File: src/rtl/datapath_pkg.sv
// Shared types and field layout for the multi-cycle datapath controller.
package datapath_pkg;

   localparam int unsigned INSTR_W = 24;
   localparam int unsigned REG_AW  = 3;
   localparam int unsigned DATA_W  = 8;
   localparam int unsigned OP_W    = 4;

   localparam int unsigned OP_LSB   = 20;
   localparam int unsigned CTRL_LSB = 17;
   localparam int unsigned WA3_LSB  = 14;
   localparam int unsigned RA1_LSB  = 11;
   localparam int unsigned RA2_LSB  = 8;
   localparam int unsigned IMM_LSB  = 0;

   typedef enum logic [OP_W-1:0] {
      OP_NOP   = 4'd0,
      OP_ALU_R = 4'd1,
      OP_ALU_I = 4'd2,
      OP_LDI   = 4'd3,
      OP_BZ    = 4'd4,
      OP_BNZ   = 4'd5,
      OP_JMP   = 4'd6,
      OP_HALT  = 4'd7
   } opcode_e;

   typedef enum logic [2:0] {
      ST_IDLE      = 3'd0,
      ST_FETCH     = 3'd1,
      ST_DECODE    = 3'd2,
      ST_EXECUTE   = 3'd3,
      ST_WRITEBACK = 3'd4,
      ST_HALT      = 3'd5,
      ST_ERROR     = 3'd6
   } state_e;

   typedef struct packed {
      opcode_e             op;
      logic                illegal;
      logic [REG_AW-1:0]   ctrl;
      logic [REG_AW-1:0]   wa3;
      logic [REG_AW-1:0]   ra1;
      logic [REG_AW-1:0]   ra2;
      logic [DATA_W-1:0]   imm;
   } decoded_t;

endpackage

File: src/rtl/datapath_controller_if.sv
// Instruction-fetch port and datapath control/status bundle.
interface datapath_controller_if #(
   parameter int unsigned PC_W    = 8,
   parameter int unsigned INSTR_W = 24
);
   logic                 imem_req;
   logic [PC_W-1:0]      imem_addr;
   logic                 imem_ack;
   logic [INSTR_W-1:0]   imem_data;

   logic [datapath_pkg::DATA_W-1:0] ULAResult;
   logic                            Z;
   logic [datapath_pkg::DATA_W-1:0] wd3;
   logic [datapath_pkg::DATA_W-1:0] constante;
   logic [datapath_pkg::REG_AW-1:0] wa3;
   logic [datapath_pkg::REG_AW-1:0] ra1;
   logic [datapath_pkg::REG_AW-1:0] ra2;
   logic [datapath_pkg::REG_AW-1:0] ULAControl;
   logic                            we3;
   logic                            select_src;

   modport master (
      output imem_req, imem_addr, wd3, constante, wa3, ra1, ra2, ULAControl, we3, select_src,
      input  imem_ack, imem_data, ULAResult, Z
   );

   modport slave (
      input  imem_req, imem_addr, wd3, constante, wa3, ra1, ra2, ULAControl, we3, select_src,
      output imem_ack, imem_data, ULAResult, Z
   );
endinterface

File: src/rtl/instr_decode.sv
// Splits a raw instruction word into opcode, register fields and immediate.
module instr_decode #(
   parameter int unsigned INSTR_W = 24
) (
   input  logic [INSTR_W-1:0]      instr,
   output datapath_pkg::decoded_t  dec
);
   import datapath_pkg::*;

   logic [OP_W-1:0] raw_op;

   // Opcodes 8-15 share the top bit, so that bit alone flags them illegal.
   always_comb begin
      raw_op      = instr[OP_LSB +: OP_W];
      dec         = '0;
      dec.illegal = raw_op[OP_W-1];
      dec.op      = dec.illegal ? OP_NOP : opcode_e'(raw_op);
      dec.ctrl    = instr[CTRL_LSB +: REG_AW];
      dec.wa3     = instr[WA3_LSB  +: REG_AW];
      dec.ra1     = instr[RA1_LSB  +: REG_AW];
      dec.ra2     = instr[RA2_LSB  +: REG_AW];
      dec.imm     = instr[IMM_LSB  +: DATA_W];
   end

endmodule

File: src/rtl/datapath_controller.sv
// Multi-cycle fetch/decode/execute/writeback sequencer driving the 8-bit datapath.
module datapath_controller #(
   parameter int unsigned PC_W    = 8,
   parameter int unsigned INSTR_W = 24
) (
   input  logic                   clk,
   input  logic                   rst,
   input  logic                   start,
   datapath_controller_if.master  bus,
   output logic                   busy,
   output logic                   halted,
   output logic                   error
);
   import datapath_pkg::*;

   state_e              state_q, state_d;
   logic [PC_W-1:0]     pc_q, pc_d;
   decoded_t            dec_in, dec_q, dec_d;
   logic [DATA_W-1:0]   wd3_q, wd3_d;
   logic                sel_q;
   logic                imem_req_q;
   logic                we3_q;
   logic                busy_q, halted_q, error_q;
   logic                fetch_hs;

   instr_decode #(.INSTR_W(INSTR_W)) u_decode (
      .instr (bus.imem_data),
      .dec   (dec_in)
   );

   assign fetch_hs = (state_q == ST_FETCH) && bus.imem_ack;

   // Next-state, next-pc and write-back data selection.
   always_comb begin
      state_d = state_q;
      pc_d    = pc_q;
      dec_d   = dec_q;
      wd3_d   = wd3_q;
      case (state_q)
         ST_IDLE: begin
            if (start) state_d = ST_FETCH;
         end
         ST_FETCH: begin
            if (bus.imem_ack) begin
               dec_d   = dec_in;
               state_d = ST_DECODE;
            end
         end
         ST_DECODE: begin
            if (dec_q.illegal) begin
               state_d = ST_ERROR;
            end else begin
               case (dec_q.op)
                  OP_NOP: begin
                     pc_d    = pc_q + PC_W'(1);
                     state_d = ST_FETCH;
                  end
                  OP_JMP: begin
                     pc_d    = PC_W'(dec_q.imm);
                     state_d = ST_FETCH;
                  end
                  OP_LDI: begin
                     wd3_d   = dec_q.imm;
                     state_d = ST_WRITEBACK;
                  end
                  OP_HALT: state_d = ST_HALT;
                  default: state_d = ST_EXECUTE;
               endcase
            end
         end
         ST_EXECUTE: begin
            case (dec_q.op)
               OP_BZ: begin
                  pc_d    = bus.Z ? PC_W'(dec_q.imm) : pc_q + PC_W'(1);
                  state_d = ST_FETCH;
               end
               OP_BNZ: begin
                  pc_d    = !bus.Z ? PC_W'(dec_q.imm) : pc_q + PC_W'(1);
                  state_d = ST_FETCH;
               end
               default: begin
                  wd3_d   = bus.ULAResult;
                  state_d = ST_WRITEBACK;
               end
            endcase
         end
         ST_WRITEBACK: begin
            pc_d    = pc_q + PC_W'(1);
            state_d = ST_FETCH;
         end
         ST_HALT: begin
            if (start) begin
               pc_d    = '0;
               state_d = ST_FETCH;
            end
         end
         ST_ERROR: state_d = ST_ERROR;
         default:  state_d = ST_IDLE;
      endcase
   end

   // State, pc, latched instruction and registered outputs.
   always_ff @(posedge clk or negedge rst) begin
      if (!rst) begin
         state_q    <= ST_IDLE;
         pc_q       <= '0;
         dec_q      <= '0;
         wd3_q      <= '0;
         sel_q      <= 1'b0;
         imem_req_q <= 1'b0;
         we3_q      <= 1'b0;
         busy_q     <= 1'b0;
         halted_q   <= 1'b0;
         error_q    <= 1'b0;
      end else begin
         state_q    <= state_d;
         pc_q       <= pc_d;
         dec_q      <= dec_d;
         wd3_q      <= wd3_d;
         imem_req_q <= (state_d == ST_FETCH);
         we3_q      <= (state_d == ST_WRITEBACK);
         busy_q     <= !(state_d inside {ST_IDLE, ST_HALT, ST_ERROR});
         halted_q   <= (state_d == ST_HALT);
         error_q    <= (state_d == ST_ERROR);
         if (fetch_hs) sel_q <= (dec_in.op == OP_ALU_I) && !dec_in.illegal;
      end
   end

   // Controls come straight from the latched instruction and hold until the next fetch lands.
   assign bus.imem_req   = imem_req_q;
   assign bus.imem_addr  = pc_q;
   assign bus.ra1        = dec_q.ra1;
   assign bus.ra2        = dec_q.ra2;
   assign bus.ULAControl = dec_q.ctrl;
   assign bus.constante  = dec_q.imm;
   assign bus.select_src = sel_q;
   assign bus.wa3        = dec_q.wa3;
   assign bus.wd3        = wd3_q;
   assign bus.we3        = we3_q;
   assign busy           = busy_q;
   assign halted         = halted_q;
   assign error          = error_q;

endmodule

File: src/flat_wrapper.sv
// flat-port wrapper written by rule: the top's interface ports become plain ports
module datapath_controller_flat import datapath_pkg::*;
#(
   parameter int unsigned PC_W    = 8,
   parameter int unsigned INSTR_W = 24
)
  (clk, rst, start, busy, halted, error, bus_imem_req, bus_imem_addr, bus_wd3, bus_constante, bus_wa3, bus_ra1, bus_ra2, bus_ULAControl, bus_we3, bus_select_src, bus_imem_ack, bus_imem_data, bus_ULAResult, bus_Z);
  datapath_controller_if #(.PC_W(PC_W), .INSTR_W(INSTR_W)) bus_i ();
  input  logic clk;
  input  logic rst;
  input  logic start;
  output logic busy;
  output logic halted;
  output logic error;
  output wire logic [$bits(bus_i.imem_req)-1:0] bus_imem_req;
  output wire logic [$bits(bus_i.imem_addr)-1:0] bus_imem_addr;
  output wire logic [$bits(bus_i.wd3)-1:0] bus_wd3;
  output wire logic [$bits(bus_i.constante)-1:0] bus_constante;
  output wire logic [$bits(bus_i.wa3)-1:0] bus_wa3;
  output wire logic [$bits(bus_i.ra1)-1:0] bus_ra1;
  output wire logic [$bits(bus_i.ra2)-1:0] bus_ra2;
  output wire logic [$bits(bus_i.ULAControl)-1:0] bus_ULAControl;
  output wire logic [$bits(bus_i.we3)-1:0] bus_we3;
  output wire logic [$bits(bus_i.select_src)-1:0] bus_select_src;
  input wire logic [$bits(bus_i.imem_ack)-1:0] bus_imem_ack;
  input wire logic [$bits(bus_i.imem_data)-1:0] bus_imem_data;
  input wire logic [$bits(bus_i.ULAResult)-1:0] bus_ULAResult;
  input wire logic [$bits(bus_i.Z)-1:0] bus_Z;
  assign bus_imem_req = bus_i.imem_req;
  assign bus_imem_addr = bus_i.imem_addr;
  assign bus_wd3 = bus_i.wd3;
  assign bus_constante = bus_i.constante;
  assign bus_wa3 = bus_i.wa3;
  assign bus_ra1 = bus_i.ra1;
  assign bus_ra2 = bus_i.ra2;
  assign bus_ULAControl = bus_i.ULAControl;
  assign bus_we3 = bus_i.we3;
  assign bus_select_src = bus_i.select_src;
  assign bus_i.imem_ack = bus_imem_ack;
  assign bus_i.imem_data = bus_imem_data;
  assign bus_i.ULAResult = bus_ULAResult;
  assign bus_i.Z = bus_Z;
  datapath_controller #(.PC_W(PC_W), .INSTR_W(INSTR_W)) u_core (.clk(clk), .rst(rst), .start(start), .bus(bus_i), .busy(busy), .halted(halted), .error(error));
endmodule
File: config.mk
export PLATFORM = sky130hd
export DESIGN_NAME = datapath_controller_flat
export DESIGN_NICKNAME = d
export VERILOG_FILES = /design/src/rtl/datapath_pkg.sv /design/src/rtl/datapath_controller_if.sv /design/src/rtl/instr_decode.sv /design/src/rtl/datapath_controller.sv /design/src/flat_wrapper.sv
export SDC_FILE = /design/constraint.sdc
export NUM_CORES = 1
export LEC_CHECK = 0
export BUFFER_PORTS_ARGS = -buffer_cell sky130_fd_sc_hd__buf_2
export CORE_ASPECT_RATIO = 0.7
export CORE_MARGIN = 2
export CORE_UTILIZATION = 38
export DETAILED_ROUTE_END_ITERATION = 12
export PLACE_DENSITY_LB_ADDON = 0.25
export SLEW_MARGIN = 10
export SYNTH_ARGS = -nofsm -noshare
export SYNTH_HDL_FRONTEND = slang
export SYNTH_SLANG_ARGS = --single-unit
File: constraint.sdc
create_clock -name clk -period 2.26 [get_ports clk]
set_input_delay 0.226 -clock clk [delete_from_list [all_inputs] [get_ports clk]]
set_output_delay 0.226 -clock clk [all_outputs]
set_load 0.02 [all_outputs]
==> flow_metrics.py <==
metrics = {
    "power": {
        "swShare": 0.445,
        "combPwrFrac": 0.508,
        "vdd.ir_drop.worst_mv": 0.525,
        "pwr_density_cell_nw_per_um2": 1460,
        "intPower_mw": 2.53,
        "seqPwrFrac": 0.349,
        "clockPowerShare": 0.143,
        "p_leak_nw": 1.63,
        "netSwitchingPower_mw": 2.03,
    },
    "min_path": {
        "worstHoldPathType": "in2reg",
    },
    "detailed_routing": {
        "drt_wl_total_um": 6090,
        "via_per_inst": 4.84,
        "route.detailed.drc": 0,
        "vias": 2147,
        "dr.pass1.iters": 4,
        "drt-initial-drc-count": 139,
        "ant_nets": 0,
        "routedWlPerCell_um": 13.7,
    },
    "yosys": {
        "synth_top_family_by_area": "simple AND/OR/NAND/NOR gates",
        "yosys_warnings": 0,
        "synth_fa_ha_area_frac": 0.00946,
        "synth.avg_cell_area_um2": 9.22,
        "syn_nets": 326,
        "synth_compound_area_frac": 0.134,
        "netlist_area_um2": 2650,
        "synth_cell_types": 48,
        "synth_edf_count": 0,
        "yosysTopAreaCellShare": 0.464,
        "async_reset_ff_frac": 1.00,
        "ys_seq_area_frac": 0.464,
        "synth_area_leader_cell": "dfrtp_1",
        "synth-xor-area-share": 0.0132,
        "synthMuxAreaShare": 0.0454,
        "yosys-top-cells-area": "dfrtp_1 (46%), nand2_1 (13%), buf_4 (6.5%), mux2_4 (4.5%), a21oi_1 (1.7%)",
        "synthCells": 287,
        "synth_ff_type": "dfrtp_1",
        "ys_seq_elements": 49,
        "yosys.area_share.simple": 0.226,
    },
    "layout": {
        "fillers": 714,
        "final_cell_mix": "nand2_1 (91), buf_2 (78), dfrtp_1 (49)",
        "syn_to_final_growth_pct": 17.9,
        "final_area_um2": 3120,
        "mostFrequentLayoutCell": "nand2_1",
        "fin_nets": 388,
        "antenna_cells": 0,
        "drive_above_1_share": 0.326,
    },
    "timing": {
        "fin_crit_ns": 2.11,
        "grt_setup_unrepaired": "false",
        "worst_pin_slew_ns": 0.594,
        "max_slew_margin": 0.603,
        "setup_violations": 0,
        "setup_tns_ns": 0,
        "finalCritPeriodShare": 0.934,
        "fmax_ghz": 0.474,
        "slew_violations": 0,
        "finalHoldViolations": 0,
        "finClkSkew_ns": 0.00682,
    },
    "clock_network": {
        "cts.path.max_buffers": 2,
        "cts_setup_buffers": 0,
        "cts_inserted_buffers": 5,
        "clk_pin_slew_ns": 0.09,
        "insertion_delay_ns": 0.30,
        "htreeDepth": 2,
        "numClockSinks": 49,
        "cts_root_buffer": "clkbuf_8",
        "tritoncts": "yes",
    },
    "floorplanning": {
        "die_height_um": 73.8,
        "coreArea_um2": 6760,
        "die_w_um": 104,
        "initial_core_util": 0.391,
        "die-area_um2": 7660,
        "io_pins": 79,
        "std_cell_rows": 25,
    },
    "global_route": {
        "gr-usage-all-layers": 0.172,
        "grt-ovfl-total": 0,
        "grt_max_degree": 29,
        "antenna_found_initial": 0,
        "grt_pass1_vias": 2061,
        "grt_pass1_wl_um": 10400,
    },
    "place": {
        "gp_congestion": 0.915,
        "io_buffers": 78,
        "dpl_cell_area_um2": 2990,
        "dp_hpwl_um": 4390,
    },
    "worst_setup_path": {
        "r2r_cells": 6,
        "critPathCaptureType": "flop",
        "r2r-end": "u_core.bus.imem_addr[4]$_DFFE_PN0P_",
        "crit_path_end": "u_core.bus.imem_addr[4]$_DFFE_PN0P_",
        "cp_slowest_stage_delay_ns": 0.51,
        "worstSetupPathType": "reg2reg",
        "slowest_stage": "a32o_1",
        "crit_start": "u_core.state_q[1]$_DFF_PN0_",
        "cp_max_fo": 12,
        "cp.required_ns": 2.48,
        "path_cells": "inv_2, ha_1, o21ai_0, a32o_1, a32oi_1, o22ai_1",
        "crit_path_start_kind": "flop",
        "cp.arrival_ns": 2.33,
        "r2r-start": "u_core.state_q[1]$_DFF_PN0_",
        "rrSetupSlack_ns": 0.15,
    },
    "status": {
        "status": "finished clean",
    },
    "job": {
        "maxCapViolCount": 0,
    },
}
[power groups by stage]
stage / registers [mW] / clock network, mW / logic, mW
after global placement: 1.60 / 0 / 2.29
after detailed placement: 1.60 / 0 / 2.32
after global routing: 1.65 / 0.717 / 2.58
final: 1.59 / 0.653 / 2.32
after CTS: 1.59 / 0.672 / 2.33
after floorplan: 1.67 / 0 / 1.81
[cell families after synthesis]
logic type                 count (synthesis)
and+or+nand+nor                          129
DFF                                       49
AOI/OAI and AO/OA                         48
buffers and inverters                     47
muxes                                      8
xor gates and xnor gates                   4
adders and majority gates                  2
[what timing repair did]
action / 4_1_cts / 5_1_grt
gates resized for setup: 0 / 1
endpoints found under the setup margin: 0 / 1
endpoints found under the hold margin: 49 / 0
hold buffers: 1 / 0
[stage by stage]
stage	setup slack (ns)	power, mW	cells	hold slack, ns	util
after global routing	0.0281	4.94	444	0.0999	0.462
after detailed placement	0.271	3.92	435	0.230	0.442
final	0.150	4.56	444	0.107	0.462
after floorplan	0.445	3.49	287	-0.0696	-
after global placement	0.294	3.88	435	0.229	0.442
after CTS	0.219	4.59	444	0.100	0.461
[per-layer routing]
metal	wire [um]	up-vias	global-route usage
met1	3120	1000	0.254
met3	430	5	0.0497
met5	0	-	0
met4	31	0	0.0375
met2	2510	72	0.249
li1	-	1070	-
[synthesized netlist by cell type (all sizes together), types with 2 or more instances]
cell,number
and3,2
a32o,2
nor3,2
o22ai,5
nand2b,3
buf,28
dfrtp,49
a32oi,5
xnor2,3
clkbuf,5
nand3b,4
a21oi,10
nor2,6
o21ai,10
a211oi,3
and2,2
nand2,91
nor2b,6
inv,14
mux2,8
a22oi,3
nand3,7
ha,2
[critical path, delay by kind of cell (launching register included)]
kind            cells  cell delay, ns
fa+ha+maj           1            0.27
buf+inv             1            0.08
flops               1            0.50
compound gates      4            1.17
[worst min-delay path by stage]
stage	slack, ns	start	cells after the start	endpoint
3_3_place_gp	0.23	rst	2	u_core.busy$_DFF_PN0_
5_1_grt	0.1	bus_imem_data[1]	3	u_core.bus.constante[1]$_DFFE_PN0P_
2_1_floorplan	-0.07	rst	0	u_core.bus.ULAControl[0]$_DFFE_PN0P_
3_5_place_dp	0.23	rst	2	u_core.busy$_DFF_PN0_
6_report	0.11	bus_imem_data[7]	3	u_core.bus.constante[7]$_DFFE_PN0P_
4_1_cts	0.10	bus_imem_data[7]	3	u_core.bus.constante[7]$_DFFE_PN0P_
[registers in the layout, summed over array words and instances, names as in the netlist]
name / count
u_core.state_q: 3
u_core.bus.ULAControl: 3
u_core.dec_q: 4
u_core.busy: 1
u_core.bus.we3: 1
u_core.bus.ra2: 3
u_core.bus.ra1: 3
u_core.bus.imem_addr: 8
u_core.bus.select_src: 1
u_core.halted: 1
u_core.bus.wd3: 8
u_core.error: 1
u_core.bus.imem_req: 1
u_core.bus.wa3: 3
u_core.bus.constante: 8
[layout make-up]
| type | instances | area [um^2] | share of cell area |
|---|---|---|---|
| Sequential cell | 49 | 1230 | 0.393 |
| Multi-Input combinational cell | 191 | 1140 | 0.365 |
| Timing Repair Buffer | 88 | 468 | 0.150 |
| Tap cell | 94 | 118 | 0.0377 |
| Clock buffer | 7 | 86.3 | 0.0277 |
| Inverter | 14 | 52.6 | 0.0168 |
| Clock inverter | 1 | 30.0 | 0.00963 |
(Power assumes the default switching activity.)
